**config.mk**
```make
export PLATFORM = sky130hd
export DESIGN_NAME = axi_dma_master
export DESIGN_NICKNAME = d
export VERILOG_FILES = /design/src/rtl/dma_pkg.sv /design/src/rtl/dma_burst_calc.sv /design/src/rtl/axi_dma_master.sv
export SDC_FILE = /design/constraint.sdc
export NUM_CORES = 1
export LEC_CHECK = 0
export ABC_AREA = 1
export ABC_CLOCK_PERIOD_IN_PS = 2500
export CORE_UTILIZATION = 39
export CTS_BUF_LIST = sky130_fd_sc_hd__clkbuf_8
export CTS_CLUSTER_SIZE = 12
export DETAILED_ROUTE_END_ITERATION = 12
export PLACE_DENSITY = 0.8
export SYNTH_ARGS = -nofsm -noshare
export SYNTH_HDL_FRONTEND = slang
export SYNTH_SLANG_ARGS = --single-unit
```
**constraint.sdc**
```tcl
create_clock -name clk -period 2.5 [get_ports clk]
set_input_delay 0.25 -clock clk [delete_from_list [all_inputs] [get_ports clk]]
set_output_delay 0.25 -clock clk [all_outputs]
set_load 0.02 [all_outputs]
```
**src/rtl/dma_pkg.sv**
```systemverilog
// Shared types and AXI encodings for the AXI4 burst DMA master.
package dma_pkg;

  typedef enum logic [2:0] {
    ST_IDLE,
    ST_RD_A,
    ST_RD_D,
    ST_WR_A,
    ST_WR_D,
    ST_WR_B,
    ST_FIN
  } dma_state_e;

  localparam logic [1:0] AXI_BURST_INCR = 2'b01;
  localparam logic [2:0] AXI_SIZE_WORD  = 3'b010;
  localparam logic [1:0] AXI_RESP_OKAY  = 2'b00;
  localparam logic [3:0] STRB_WORD      = 4'hF;

endpackage

```
**src/rtl/dma_burst_calc.sv**
```systemverilog
// Sizes the next INCR burst from the words still to move and the current word address.
module dma_burst_calc #(
  parameter int ADDR_W    = 32,
  parameter int LEN_W     = 4,
  parameter int CNT_W     = 16,
  parameter int MAX_BURST = 4
) (
  input  logic [CNT_W-1:0]  remaining,
  input  logic [ADDR_W-1:0] addr,
  output logic [LEN_W:0]    beats,
  output logic [LEN_W-1:0]  ax_len,
  output logic [ADDR_W-1:0] next_addr
);

  always_comb begin
    if (remaining > CNT_W'(MAX_BURST)) begin
      beats = (LEN_W+1)'(MAX_BURST);
    end else begin
      beats = remaining[LEN_W:0];
    end
    // ax_len is meaningless when remaining is zero; the FSM never issues a burst then
    ax_len    = LEN_W'(beats - (LEN_W+1)'(1));
    next_addr = addr + (ADDR_W'(beats) << 2);
  end

endmodule

```
**src/rtl/axi_dma_master.sv**
```systemverilog
// AXI4 burst master: splits one {dir, addr, count} command into INCR bursts, one transaction at a time.
module axi_dma_master
  import dma_pkg::*;
#(
  parameter int ADDR_W    = 32,
  parameter int DATA_W    = 32,
  parameter int ID_W      = 4,
  parameter int LEN_W     = 4,
  parameter int MAX_BURST = 4,
  parameter int CNT_W     = 16,
  parameter int MST_ID    = 0
) (
  input  logic              clk,
  input  logic              rst,
  input  logic              cmd_valid,
  output logic              cmd_ready,
  input  logic              cmd_write,
  input  logic [ADDR_W-1:0] cmd_addr,
  input  logic [CNT_W-1:0]  cmd_len,
  output logic              done,
  output logic              err,
  output logic              busy,
  output logic              rd_valid,
  input  logic              rd_ready,
  output logic [DATA_W-1:0] rd_data,
  input  logic              wr_valid,
  output logic              wr_ready,
  input  logic [DATA_W-1:0] wr_data,
  output logic              arvalid,
  input  logic              arready,
  output logic [ID_W-1:0]   arid,
  output logic [ADDR_W-1:0] araddr,
  output logic [LEN_W-1:0]  arlen,
  output logic [2:0]        arsize,
  output logic [1:0]        arburst,
  input  logic              rvalid,
  output logic              rready,
  input  logic [ID_W-1:0]   rid,
  input  logic [DATA_W-1:0] rdata,
  input  logic [1:0]        rresp,
  input  logic              rlast,
  output logic              awvalid,
  input  logic              awready,
  output logic [ID_W-1:0]   awid,
  output logic [ADDR_W-1:0] awaddr,
  output logic [LEN_W-1:0]  awlen,
  output logic [2:0]        awsize,
  output logic [1:0]        awburst,
  output logic              wvalid,
  input  logic              wready,
  output logic [DATA_W-1:0] wdata,
  output logic [3:0]        wstrb,
  output logic              wlast,
  input  logic              bvalid,
  output logic              bready,
  input  logic [ID_W-1:0]   bid,
  input  logic [1:0]        bresp
);

  dma_state_e        state_q, state_d;
  logic [ADDR_W-1:0] addr_q;
  logic [CNT_W-1:0]  rem_q;
  logic [LEN_W-1:0]  len_q;
  logic [ADDR_W-1:0] next_addr_q;
  logic [LEN_W-1:0]  beat_cnt_q;
  logic              err_q;

  logic [LEN_W:0]    calc_beats;
  logic [LEN_W-1:0]  calc_len;
  logic [ADDR_W-1:0] calc_next;

  logic r_hs, w_hs;

  dma_burst_calc #(
    .ADDR_W    (ADDR_W),
    .LEN_W     (LEN_W),
    .CNT_W     (CNT_W),
    .MAX_BURST (MAX_BURST)
  ) u_burst_calc (
    .remaining (rem_q),
    .addr      (addr_q),
    .beats     (calc_beats),
    .ax_len    (calc_len),
    .next_addr (calc_next)
  );

  assign r_hs = rvalid && rd_ready;
  assign w_hs = wr_valid && wready;

  // Address channels are held stable from the registered address/remaining count
  assign arid    = ID_W'(MST_ID);
  assign araddr  = addr_q;
  assign arlen   = calc_len;
  assign arsize  = AXI_SIZE_WORD;
  assign arburst = AXI_BURST_INCR;
  assign awid    = ID_W'(MST_ID);
  assign awaddr  = addr_q;
  assign awlen   = calc_len;
  assign awsize  = AXI_SIZE_WORD;
  assign awburst = AXI_BURST_INCR;
  assign wstrb   = STRB_WORD;
  assign rd_data = rdata;
  assign wdata   = wr_data;
  assign wlast   = (state_q == ST_WR_D) && (beat_cnt_q == len_q);
  assign busy    = (state_q != ST_IDLE);
  assign err     = err_q;

  always_comb begin
    state_d   = state_q;
    cmd_ready = 1'b0;
    done      = 1'b0;
    arvalid   = 1'b0;
    rready    = 1'b0;
    rd_valid  = 1'b0;
    awvalid   = 1'b0;
    wvalid    = 1'b0;
    wr_ready  = 1'b0;
    bready    = 1'b0;
    unique case (state_q)
      ST_IDLE: begin
        cmd_ready = !rst;
        if (cmd_valid && !rst) begin
          if (cmd_len == '0)   state_d = ST_FIN;
          else if (cmd_write)  state_d = ST_WR_A;
          else                 state_d = ST_RD_A;
        end
      end
      ST_RD_A: begin
        arvalid = 1'b1;
        if (arready) state_d = ST_RD_D;
      end
      ST_RD_D: begin
        rd_valid = rvalid;
        rready   = rd_ready;
        if (r_hs && rlast) state_d = (rem_q == CNT_W'(1)) ? ST_FIN : ST_RD_A;
      end
      ST_WR_A: begin
        awvalid = 1'b1;
        if (awready) state_d = ST_WR_D;
      end
      ST_WR_D: begin
        wvalid   = wr_valid;
        wr_ready = wready;
        if (w_hs && wlast) state_d = ST_WR_B;
      end
      ST_WR_B: begin
        bready = 1'b1;
        if (bvalid) state_d = (rem_q == '0) ? ST_FIN : ST_WR_A;
      end
      ST_FIN: begin
        done    = 1'b1;
        state_d = ST_IDLE;
      end
      default: state_d = ST_IDLE;
    endcase
  end

  always_ff @(posedge clk) begin
    if (rst) begin
      state_q     <= ST_IDLE;
      addr_q      <= '0;
      rem_q       <= '0;
      len_q       <= '0;
      next_addr_q <= '0;
      beat_cnt_q  <= '0;
      err_q       <= 1'b0;
    end else begin
      state_q <= state_d;
      unique case (state_q)
        ST_IDLE: begin
          if (cmd_valid) begin
            addr_q <= {cmd_addr[ADDR_W-1:2], 2'b00};
            rem_q  <= cmd_len;
            err_q  <= 1'b0;
          end
        end
        ST_RD_A: begin
          if (arready) begin
            len_q       <= calc_len;
            next_addr_q <= calc_next;
          end
        end
        ST_RD_D: begin
          if (r_hs) begin
            rem_q <= rem_q - CNT_W'(1);
            if (rresp != AXI_RESP_OKAY) err_q <= 1'b1;
            if (rlast) addr_q <= next_addr_q;
          end
        end
        ST_WR_A: begin
          if (awready) begin
            len_q       <= calc_len;
            next_addr_q <= calc_next;
            beat_cnt_q  <= '0;
          end
        end
        ST_WR_D: begin
          if (w_hs) begin
            beat_cnt_q <= beat_cnt_q + LEN_W'(1);
            rem_q      <= rem_q - CNT_W'(1);
          end
        end
        ST_WR_B: begin
          if (bvalid) begin
            if (bresp != AXI_RESP_OKAY) err_q <= 1'b1;
            addr_q <= next_addr_q;
          end
        end
        default: ;
      endcase
    end
  end

  // IDs are not checked and the low address bits are forced to a word boundary
  logic unused_inputs;
  assign unused_inputs = ^{rid, bid, cmd_addr[1:0], calc_beats};

endmodule

```
# After elaboration in Yosys (flattened, before gate mapping)
# Index checks and enable logic that the tools add are counted.
dict set report op_classes {
  order_cmp 1
  n_eq_ne 20
  mux 45
  addsub 4
  reduce_logical 23
}
# operator count
set op_table {}
lappend op_table {{$mux 32} 6}
lappend op_table {{$pmux 32 s3} 1}
lappend op_table {{$pmux 32 s2} 1}
lappend op_table {{$mux 16} 3}
lappend op_table {{$pmux 16 s3} 1}
lappend op_table {{$add 32x7->32} 1}
lappend op_table {{$logic_not 16->1} 2}
lappend op_table {{$mux 3} 9}
lappend op_table {{$ne 2x2->1 const B} 11}
lappend op_table {{$pmux 3 s6} 1}
lappend op_table {{$eq 16x1->1 const B} 1}
lappend op_table {{$gt 16x3->1 const B} 1}
lappend op_table {{$mux 4} 4}
lappend op_table {{$pmux 4 s2} 2}
lappend op_table {{$sub 16x1->16 const B} 1}
lappend op_table {{$mux 1} 14}
lappend op_table {{$reduce_and 6->1} 2}
lappend op_table {{$eq 3x3->1 const B} 3}
lappend op_table {{$reduce_bool 3->1} 3}
lappend op_table {{$reduce_bool 2->1} 4}
lappend op_table {{$eq 3x2->1 const B} 2}
lappend op_table {{$logic_and 1x1->1} 6}
lappend op_table {{$reduce_and 3->1} 2}
lappend op_table {{$mux 5} 1}
lappend op_table {{11 further kinds} 11}
dict set report totals {
  regBits 92
  wordCells 100
  output_inout_bits 170
}

# Longest topological paths before layout
# Gate-level depths: netlist (run 1).
dict set report logic_depth {
  ltp_word 5
  mapped_depth 20
  depth_no_buf 20
}

# Modules after synthesis
# From an unflattened synthesis (run 1), not the netlist that was laid out.
dict set report hier_totals {
  hier_cells 1139
  hier_area_um2 6850.3
}
# mod seq_area_each_um2 cells_each area_each_um2 instances
set by_module_without_submodules {}
lappend by_module_without_submodules {axi_dma_master 1841.8 865 5510.3 1}
lappend by_module_without_submodules {dma_burst_calc 0.0 274 1340.0 1}

# Least setup slack after synthesis (run 1)
# No wires, ideal clock.
dict set report synth_path {
  path_type {register -> register}
  startpoint {register rem_q[1]}
  endpoint {register next_addr_q[20]}
  stages_incl_launch_ff 17
  path_buffers 0
  path_slack_ps -54
  setup_time_ps 115
  period_less_slack_ps 2554
  arrival_ps 2438
  path_cell_list {dfxtp_1 -> inv_1 -> ha_1 -> nand3_1 -> nor2_1 -> nand2_1 -> nand2_2 -> nand2_1 -> inv_1 -> ha_1 -> ha_1 -> nor2_2 -> o21bai_4 -> nand3b_1 -> nor3_1 -> o21ai_0 -> inv_1}
}
dict set report synth_between {
  elab_chain_len 5
  word_cells_on_any_way 6
  cone_classes {add/sub (1); order compare (1); mux (4)}
}
# element line_no
set synth_rtl {}
lappend synth_rtl {{start: declaration} axi_dma_master.sv:62} ;# logic [CNT_W-1:0] rem_q;
lappend synth_rtl {{start signal: assignment} axi_dma_master.sv:173} ;# rem_q <= cmd_len;
lappend synth_rtl {{start signal: assignment} axi_dma_master.sv:185} ;# rem_q <= rem_q - CNT_W'(1);
lappend synth_rtl {{start signal: assignment} axi_dma_master.sv:200} ;# rem_q <= rem_q - CNT_W'(1);
lappend synth_rtl {{$gt 16x3->1} dma_burst_calc.sv:16} ;# if (remaining > CNT_W'(MAX_BURST)) begin
lappend synth_rtl {{$mux 5 (*)} dma_burst_calc.sv:16}
lappend synth_rtl {{$add 32x7->32 (*)} dma_burst_calc.sv:23} ;# next_addr = addr + (ADDR_W'(beats) << 2);
lappend synth_rtl {{$mux 32 (on tied branches)} {axi_dma_master.sv:191, axi_dma_master.sv:178}}
lappend synth_rtl {{$pmux 32 s2 (*)} axi_dma_master.sv:169} ;# unique case (state_q)
lappend synth_rtl {{end signal: assignment} axi_dma_master.sv:180} ;# next_addr_q <= calc_next;
lappend synth_rtl {{end signal: assignment} axi_dma_master.sv:193} ;# next_addr_q <= calc_next;
lappend synth_rtl {{end: declaration} axi_dma_master.sv:64} ;# logic [ADDR_W-1:0] next_addr_q;
# Every way passes the cells marked *; elsewhere a longest branch is shown, timed or not. The select of a mux whose other input is x is not followed.
# A chain may end at the register's enable or synchronous reset.

# Worst setup path after layout (run 1)
dict set report layout_path {
  startpoint {register rem_q[1]}
  endpoint {register next_addr_q[30]}
}
# The elaborated chain is that of the path after synthesis.

==> qor.txt, run 1 <==
Status = complete, no violations
Vias in the first global route = 5632
Number of CTS-inserted buffers = 9
Routed WL = 17640 um
R2R Setup Slk = 0.14 ns
CTS tree = yes
Synth-to-layout area growth = 20.02%
Post-synth top area share = 0.2847
Cell Int Power = 4.922 mW
Synth area leaders = dfxtp_1 28%, buf_4 15%, nand2_1 12%, nor2_1 6.8%, inv_1 5.9%
Core area = 16060 um2
DRC errors left = 0
Total Routing Usage GR = 0.2053
Fin crit share = 0.9441
Die H = 130.8 um
Clk slew on worst S/H paths = 0.10 ns
Req. time, crit path = 2.83 ns
Hold_buf cts = 0
Sink Count = 92
Async S/R FF share, synth = 0
Final setup viols = 0
Max Clk Rate = 423.7 MHz
Vias per cell = 5.011
CP Launch Type = register
Worst Hold End = araddr[29]$_SDFFE_PP0P_
Gr ovfl total = 0
CP Class = register to register
CP arrival = 2.69 ns
Hold Path Class = primary input to register
IO Count = 306
Seq cells post-synth = 92
Hold Crit Start = cmd_addr[29]
Synth Instances = 997
Largest net degree at the start of global routing = 55
Sequential cell fraction of total power = 0.277
CP Capture Type = register
Post-synth EDFFs = 0
Syn Area/Cell = 6.488 um2
DR WL/cell = 13.90 um
R2r startpoint = rem_q[1]$_SDFFE_PP0P_
CP Cell Sequence = inv_1 -> ha_2 -> nand3_1 -> nor2_1 -> nand2_1 -> nand2_2 -> nand2_1 -> inv_2 -> ha_2 -> ha_2 -> nor2_4 -> o21ai_4 -> nand3_2 -> or2_0 -> nand3_1 -> nand2_1 -> inv_1
# rows = 46
DP Wirelength = 13040 um
Drt first pass iters = 5
Initial core utilization = 0.4028
Crit path max fanout = 6
PortBufs = 145
Most frequent cells in the layout = 198 x nand2_1, 138 x clkdlybuf4s50_1, 112 x nor2_1
Synth Flop Type = dfxtp_1
Clock tree buffer depth = 2
# diodes = 0
Setup WS pre-CTS = 0.08415 ns
Initial antenna violation count = 0
Post-route setup slack = 0.1397 ns
Worst-path cell with the longest stage delay = dfxtp_1
Synth unique cells = 42
Most common cell after layout, fill and taps aside = nand2_1
Final ANT Viol Nets = 0
Fin crit period = 2.360 ns
P_sw = 4.498 mW
Fraction of layout cells with a size suffix above 1 = 0.09022
Fin util = 0.4835
Reg2reg path depth = 17
Max Clock Skew = 0.009557 ns
Worst-Skew Late Latency = 0.38 ns
Slew @ Worst Pin = 1.016 ns
Sw frac = 0.4775
Clk root buf = clkbuf_8
Clock power share = 0.120
VDD IR max = 492.3 uV
Placer Congestion = 0.9576
Nets = 1193
Via count = 6359
Comb power frac = 0.604
Die X = 130.8 um
FF-to-FF End = next_addr_q[30]$_SDFFE_PP0P_
DRT iter0 DRCs = 530
Post-Syn Area = 6469 um2
CP max stage delay = 0.32 ns
First-pass GRT wire length = 27540 um
Power per cell area = 1213 nW/um2
Headroom to the max-slew limit = 0.3216
Area leader, netlist = dfxtp_1
Worst Hold Path Cells = 3
Leak = 3.371 nW
MaxCap Viol Count = 0
Yosys warns = 0
Number of hold violations in the final report = 0
CTS H-tree depth = 3
Fin. max-slew vios = 0
DIE AREA = 17110 um2
Sequential area share after synthesis = 0.2847
==> power by group through the flow <==
stage / logic (mW) / clock network, mW / registers (mW)
after global placement: 5.43 / 0 / 2.60
after detailed placement: 5.53 / 0 / 2.62
after CTS: 5.51 / 1.13 / 2.59
final: 5.69 / 1.13 / 2.61
after floorplan: 3.77 / 0 / 2.69
after global routing: 6.27 / 1.20 / 2.70
==> repair_timing <==
item / in CTS / in global routing
endpoints found under the setup margin: 6 / 30
pin swaps: 0 / 12
cloned: 0 / 1
hold endpoints to repair: 0 / 0
resized for setup: 9 / 25
buffers inserted: 0 / 5
==> Yosys cell counts (3+ instances only) <==
| cell | n |
|---|---|
| o21ai_1 | 29 |
| nor4_1 | 8 |
| nor2_1 | 117 |
| inv_1 | 102 |
| xnor2_1 | 5 |
| nand3b_1 | 7 |
| o211ai_1 | 10 |
| a21oi_1 | 39 |
| ha_1 | 9 |
| nand2_1 | 202 |
| dfxtp_1 | 92 |
| a31oi_1 | 32 |
| buf_4 | 127 |
| inv_2 | 7 |
| o21ai_0 | 45 |
| xor2_1 | 12 |
| nor3_1 | 18 |
| nand4_1 | 14 |
| nor2_2 | 7 |
| clkbuf_1 | 24 |
| nand3_1 | 51 |
| or2_0 | 3 |
| buf_2 | 8 |
| nand2_2 | 6 |
==> worst max path at each step <==
stage	from	to	slack [ns]	depth (start not counted)
2_1_floorplan	rem_q[1]$_SDFFE_PP0P_	next_addr_q[20]$_SDFFE_PP0P_	0.02	16
3_3_place_gp	rem_q[12]$_SDFFE_PP0P_	next_addr_q[20]$_SDFFE_PP0P_	0.11	15
3_5_place_dp	rem_q[0]$_SDFFE_PP0P_	next_addr_q[30]$_SDFFE_PP0P_	0.08	17
4_1_cts	rem_q[0]$_SDFFE_PP0P_	arlen[2]	0.001	12
5_1_grt	rem_q[7]$_SDFFE_PP0P_	next_addr_q[12]$_SDFFE_PP0P_	-0.02	14
6_report	rem_q[1]$_SDFFE_PP0P_	next_addr_q[30]$_SDFFE_PP0P_	0.14	17
==> cell families (layout without fill, tap and decap cells) <==
family / count (synthesis) / in the layout / synth area share
and+or+nand+nor: 441 / 441 / 0.2946
buffers and inverters: 270 / 303 / 0.2319
AOI/OAI and AO/OA: 166 / 167 / 0.1472
DFF: 92 / 92 / 0.2847
xor gates and xnor gates: 17 / 17 / 0.02302
adders and majority gates: 9 / 9 / 0.01741
other: 2 / 24 / 0.001161
==> cell type report <==
class	count	area, um2
Multi-Input combinational cell	658	3283
Tap cell	216	270.3
Clock buffer	10	137.6
Sequential cell	92	1844
Clock inverter	6	80.08
Timing Repair Buffer	177	1735
Inverter	110	412.9
Fill cell	1574	8294
==> routing by layer <==
metal | part of all wire | GRT usage | vias to the layer above
met4 | 0.031 | 0.1048 | 0
li1 | - | - | 3181
met1 | 0.44 | 0.2687 | 2901
met2 | 0.46 | 0.3218 | 221
met5 | 0 | 0 | -
met3 | 0.067 | 0.03909 | 56
==> stage by stage <==
stage                      TNS, ns  cell area [um2]  total power, mW  instances  hold slack [ns]
after floorplan                  0             6556            6.452       1019           0.4101
after global placement           0             7443            8.030       1247           0.4634
after detailed placement         0             7443            8.141       1247           0.4703
after CTS                        0             7657            9.232       1263           0.4258
after global routing      -0.03063             7764            10.16       1269           0.4288
final                            0             7764            9.420       1269           0.4317
==> flip-flops by register name, indices dropped and copies added, names as in the netlist <==
name / cells
araddr: 32
next_addr_q: 32
rem_q: 16
beat_cnt_q: 4
len_q: 4
state_q: 3
err: 1
==> worst max-delay path: cells and delay by family (launching register included) <==
family,cells,cell delay [ns]
AND/OR/NAND/NOR,10,0.99
buffers and inverters,3,0.19
adder cells (fa/ha/maj),3,0.56
flip-flops,1,0.32
AO/OA/AOI/OAI,1,0.26
Power figures use the tool's default switching activity.
==> run 2: changes to the inputs <==
--- a/config.mk
+++ b/config.mk
@@ -11,6 +11,7 @@
 export CTS_BUF_LIST = sky130_fd_sc_hd__clkbuf_8
 export CTS_CLUSTER_SIZE = 12
 export DETAILED_ROUTE_END_ITERATION = 12
+export GPL_ROUTABILITY_DRIVEN = 0
 export PLACE_DENSITY = 0.8
 export SYNTH_ARGS = -nofsm -noshare
 export SYNTH_HDL_FRONTEND = slang
==> run 2 against run 1 <==
Sequential share of layout area rose by 0.074 points. Utilization fell by 0.12 points. Sequential cell count did not move. Via count fell by 0.22%. Register-to-register slack barely moved. Cell count fell by 0.16%. Fmax fell by 0.26%. Count of clock-buffer cells in the layout did not move. Global-route usage fell by 0.53 points. Wire length fell by 2.7%. Clock power barely moved.
==> qor.txt, run 2 (synthesized netlist as in run 1, its figures left out) <==
CP Capture Type = register
Drt first pass iters = 5 (unchanged)
Critical path's top delay family = simple AND/OR/NAND/NOR gates
Gr ovfl total = 0 (unchanged)
Power per cell area = 1204 nW/um2 (-0.78%)
Worst-path cell with the longest stage delay = dfxtp_2
CTS H-tree depth = 3 (unchanged)
Hold Path Class = primary input to register
Most common cell after layout, fill and taps aside = nand2_1
DR WL/cell = 13.55 um (-2.6%)
CTS tree = yes
Max Clock Skew = 0.01131 ns (+0.001757 ns)
Hold_buf cts = 0 (unchanged)
Most frequent cells in the layout = 198 x nand2_1, 139 x clkdlybuf4s50_1, 113 x nor2_1
Fraction of layout cells with a size suffix above 1 = 0.08849 (-0.001731)
Worst-Skew Late Latency = 0.36 ns (-0.02 ns)
Via count = 6345 (-0.22%)
CP max stage delay = 0.35 ns (+0.03 ns)
Fin crit share = 0.9466 (+0.002500)
CP Class = register to register
Number of CTS-inserted buffers = 9 (unchanged)
Final setup viols = 0 (unchanged)
Fin crit period = 2.367 ns (+0.006250 ns)
Synth-to-layout area growth = 19.73%
Die H = 130.8 um (unchanged)
VDD IR max = 548.6 uV (+11%)
Post-route setup slack = 0.1334 ns (-0.006250 ns)
RSZ-0062 raised after global routing = true
DRT iter0 DRCs = 504 (-4.9%)
Number of hold violations in the final report = 0 (unchanged)
Initial core utilization = 0.4028 (unchanged)
Clock tree buffer depth = 2 (unchanged)
Placed Cells = 1247 (unchanged)
DRC errors left = 0 (unchanged)
Final Non-Filler Cells = 1267 (-0.16%)
Vias in the first global route = 5584 (-0.85%)
First-pass GRT wire length = 27120 um (-1.5%)
Sink Count = 92 (unchanged)
Die X = 130.8 um (unchanged)
# diodes = 0 (unchanged)
Routed WL = 17160 um (-2.7%)
# rows = 46 (unchanged)
DP Wirelength = 12930 um (-0.89%)
Status = complete, no violations
Power Total = 9.324 mW (-1.0%)
Fin. max-slew vios = 0 (unchanged)
Headroom to the max-slew limit = 0.6168 (+0.2952)
Fin util = 0.4823 (-0.001168)
Max Clk Rate = 422.6 MHz (-0.26%)
Fill cells = 1569 (-0.32%)
Initial antenna violation count = 0 (unchanged)
Total Routing Usage GR = 0.2000 (-0.005252)
Largest net degree at the start of global routing = 55 (unchanged)
DIE AREA = 17110 um2 (unchanged)
Slew @ Worst Pin = 0.5695 ns (-0.4469 ns)
IO Count = 306 (unchanged)
CP Buf/Inv Count = 3 (unchanged)
Vias per cell = 5.008 (about the same)
Crit path max fanout = 5 (-1)
CP Cell Sequence = nor2_2 -> nand2_2 -> nor2_1 -> nand2_2 -> ha_4 -> nand2_1 -> nor2_1 -> inv_1 -> nor2_1 -> inv_1 -> or2_2 -> o221ai_1 -> nand2_1 -> o21ai_1 -> inv_1
Clk root buf = clkbuf_8
CP Launch Type = register
Final ANT Viol Nets = 0 (unchanged)
Clk slew on worst S/H paths = 0.09 ns (about the same)
CP arrival = 2.63 ns (-0.06 ns)
MaxCap Viol Count = 0 (unchanged)
PortBufs = 145 (unchanged)
Core area = 16060 um2 (unchanged)
Leak = 3.355 nW (-0.47%)
Setup WS pre-CTS = 0.02712 ns (-0.05703 ns)
Nets = 1191 (-0.17%)
Req. time, crit path = 2.76 ns (-0.07 ns)
==> run 2: area by class of cell <==
cell class,instances,area [um2],area share
Sequential cell,92,1846,0.2383
Inverter,110,412.9,0.05331
Clock buffer,10,137.6,0.01777
Tap cell,216,270.3,0.03489
Timing Repair Buffer,176,1732,0.2236
Clock inverter,6,80.08,0.01034
Multi-Input combinational cell,657,3267,0.4218
==> run 2: power by group <==
part | switching, mW | total [mW] | internal (mW)
Combinational | 3.33 | 5.60 | 2.27
Clock | 0.532 | 1.11 | 0.583
Sequential | 0.585 | 2.61 | 2.03
Total | 4.45 | 9.32 | 4.88
==> run 2: through the flow <==
stage | setup TNS (ns) | area (um2) | hold slack (ns)
floorplan | 0 | 6556 | 0.4101
global placement | 0 | 7456 | 0.4621
detailed placement | 0 | 7456 | 0.4712
CTS | 0 | 7669 | 0.4376
global route | -0.005593 | 7745 | 0.4491
finish | 0 | 7745 | 0.4470
==> run 2: path summary, 6_finish.rpt <==
path | start | endpoint | slack, ns | cells after the start
hold / removal | cmd_addr[13] | araddr[13]$_SDFFE_PP0P_ | 0.45 | 3
setup / recovery | rem_q[4]$_SDFFE_PP0P_ | next_addr_q[20]$_SDFFE_PP0P_ | 0.13 | 15
hold reg to reg | next_addr_q[27]$_SDFFE_PP0P_ | araddr[27]$_SDFFE_PP0P_ | 0.47 | 2
setup reg to reg | rem_q[4]$_SDFFE_PP0P_ | next_addr_q[20]$_SDFFE_PP0P_ | 0.13 | 15
==> run 2: timing repair <==
item / CTS / global route
pin swaps: 0 / 7
endpoints found under the setup margin: 7 / 30
buffers inserted: 0 / 4
endpoints found under the hold margin: 0 / 0
gates resized for setup: 7 / 24
==> run 2: layer usage <==
layer	wire, um	global-route usage	part of all wire	up-vias
li1	-	-	-	3187
met1	7656	0.2633	0.45	2861
met2	7784	0.3119	0.45	237
met3	1128	0.03461	0.066	60
met4	593	0.1075	0.035	0
met5	0	0	0	-
==> run 2: worst reg2reg max path, stage by stage (launching register included) <==
cell and delay [ns]:
dfxtp_2 0.35, nor2_2 0.15, nand2_2 0.10, nor2_1 0.13, nand2_2 0.11, ha_4 0.29
nand2_1 0.06, nor2_1 0.09, inv_1 0.08, nor2_1 0.11, inv_1 0.08, or2_2 0.27
o221ai_1 0.16, nand2_1 0.08, o21ai_1 0.16, inv_1 0.05
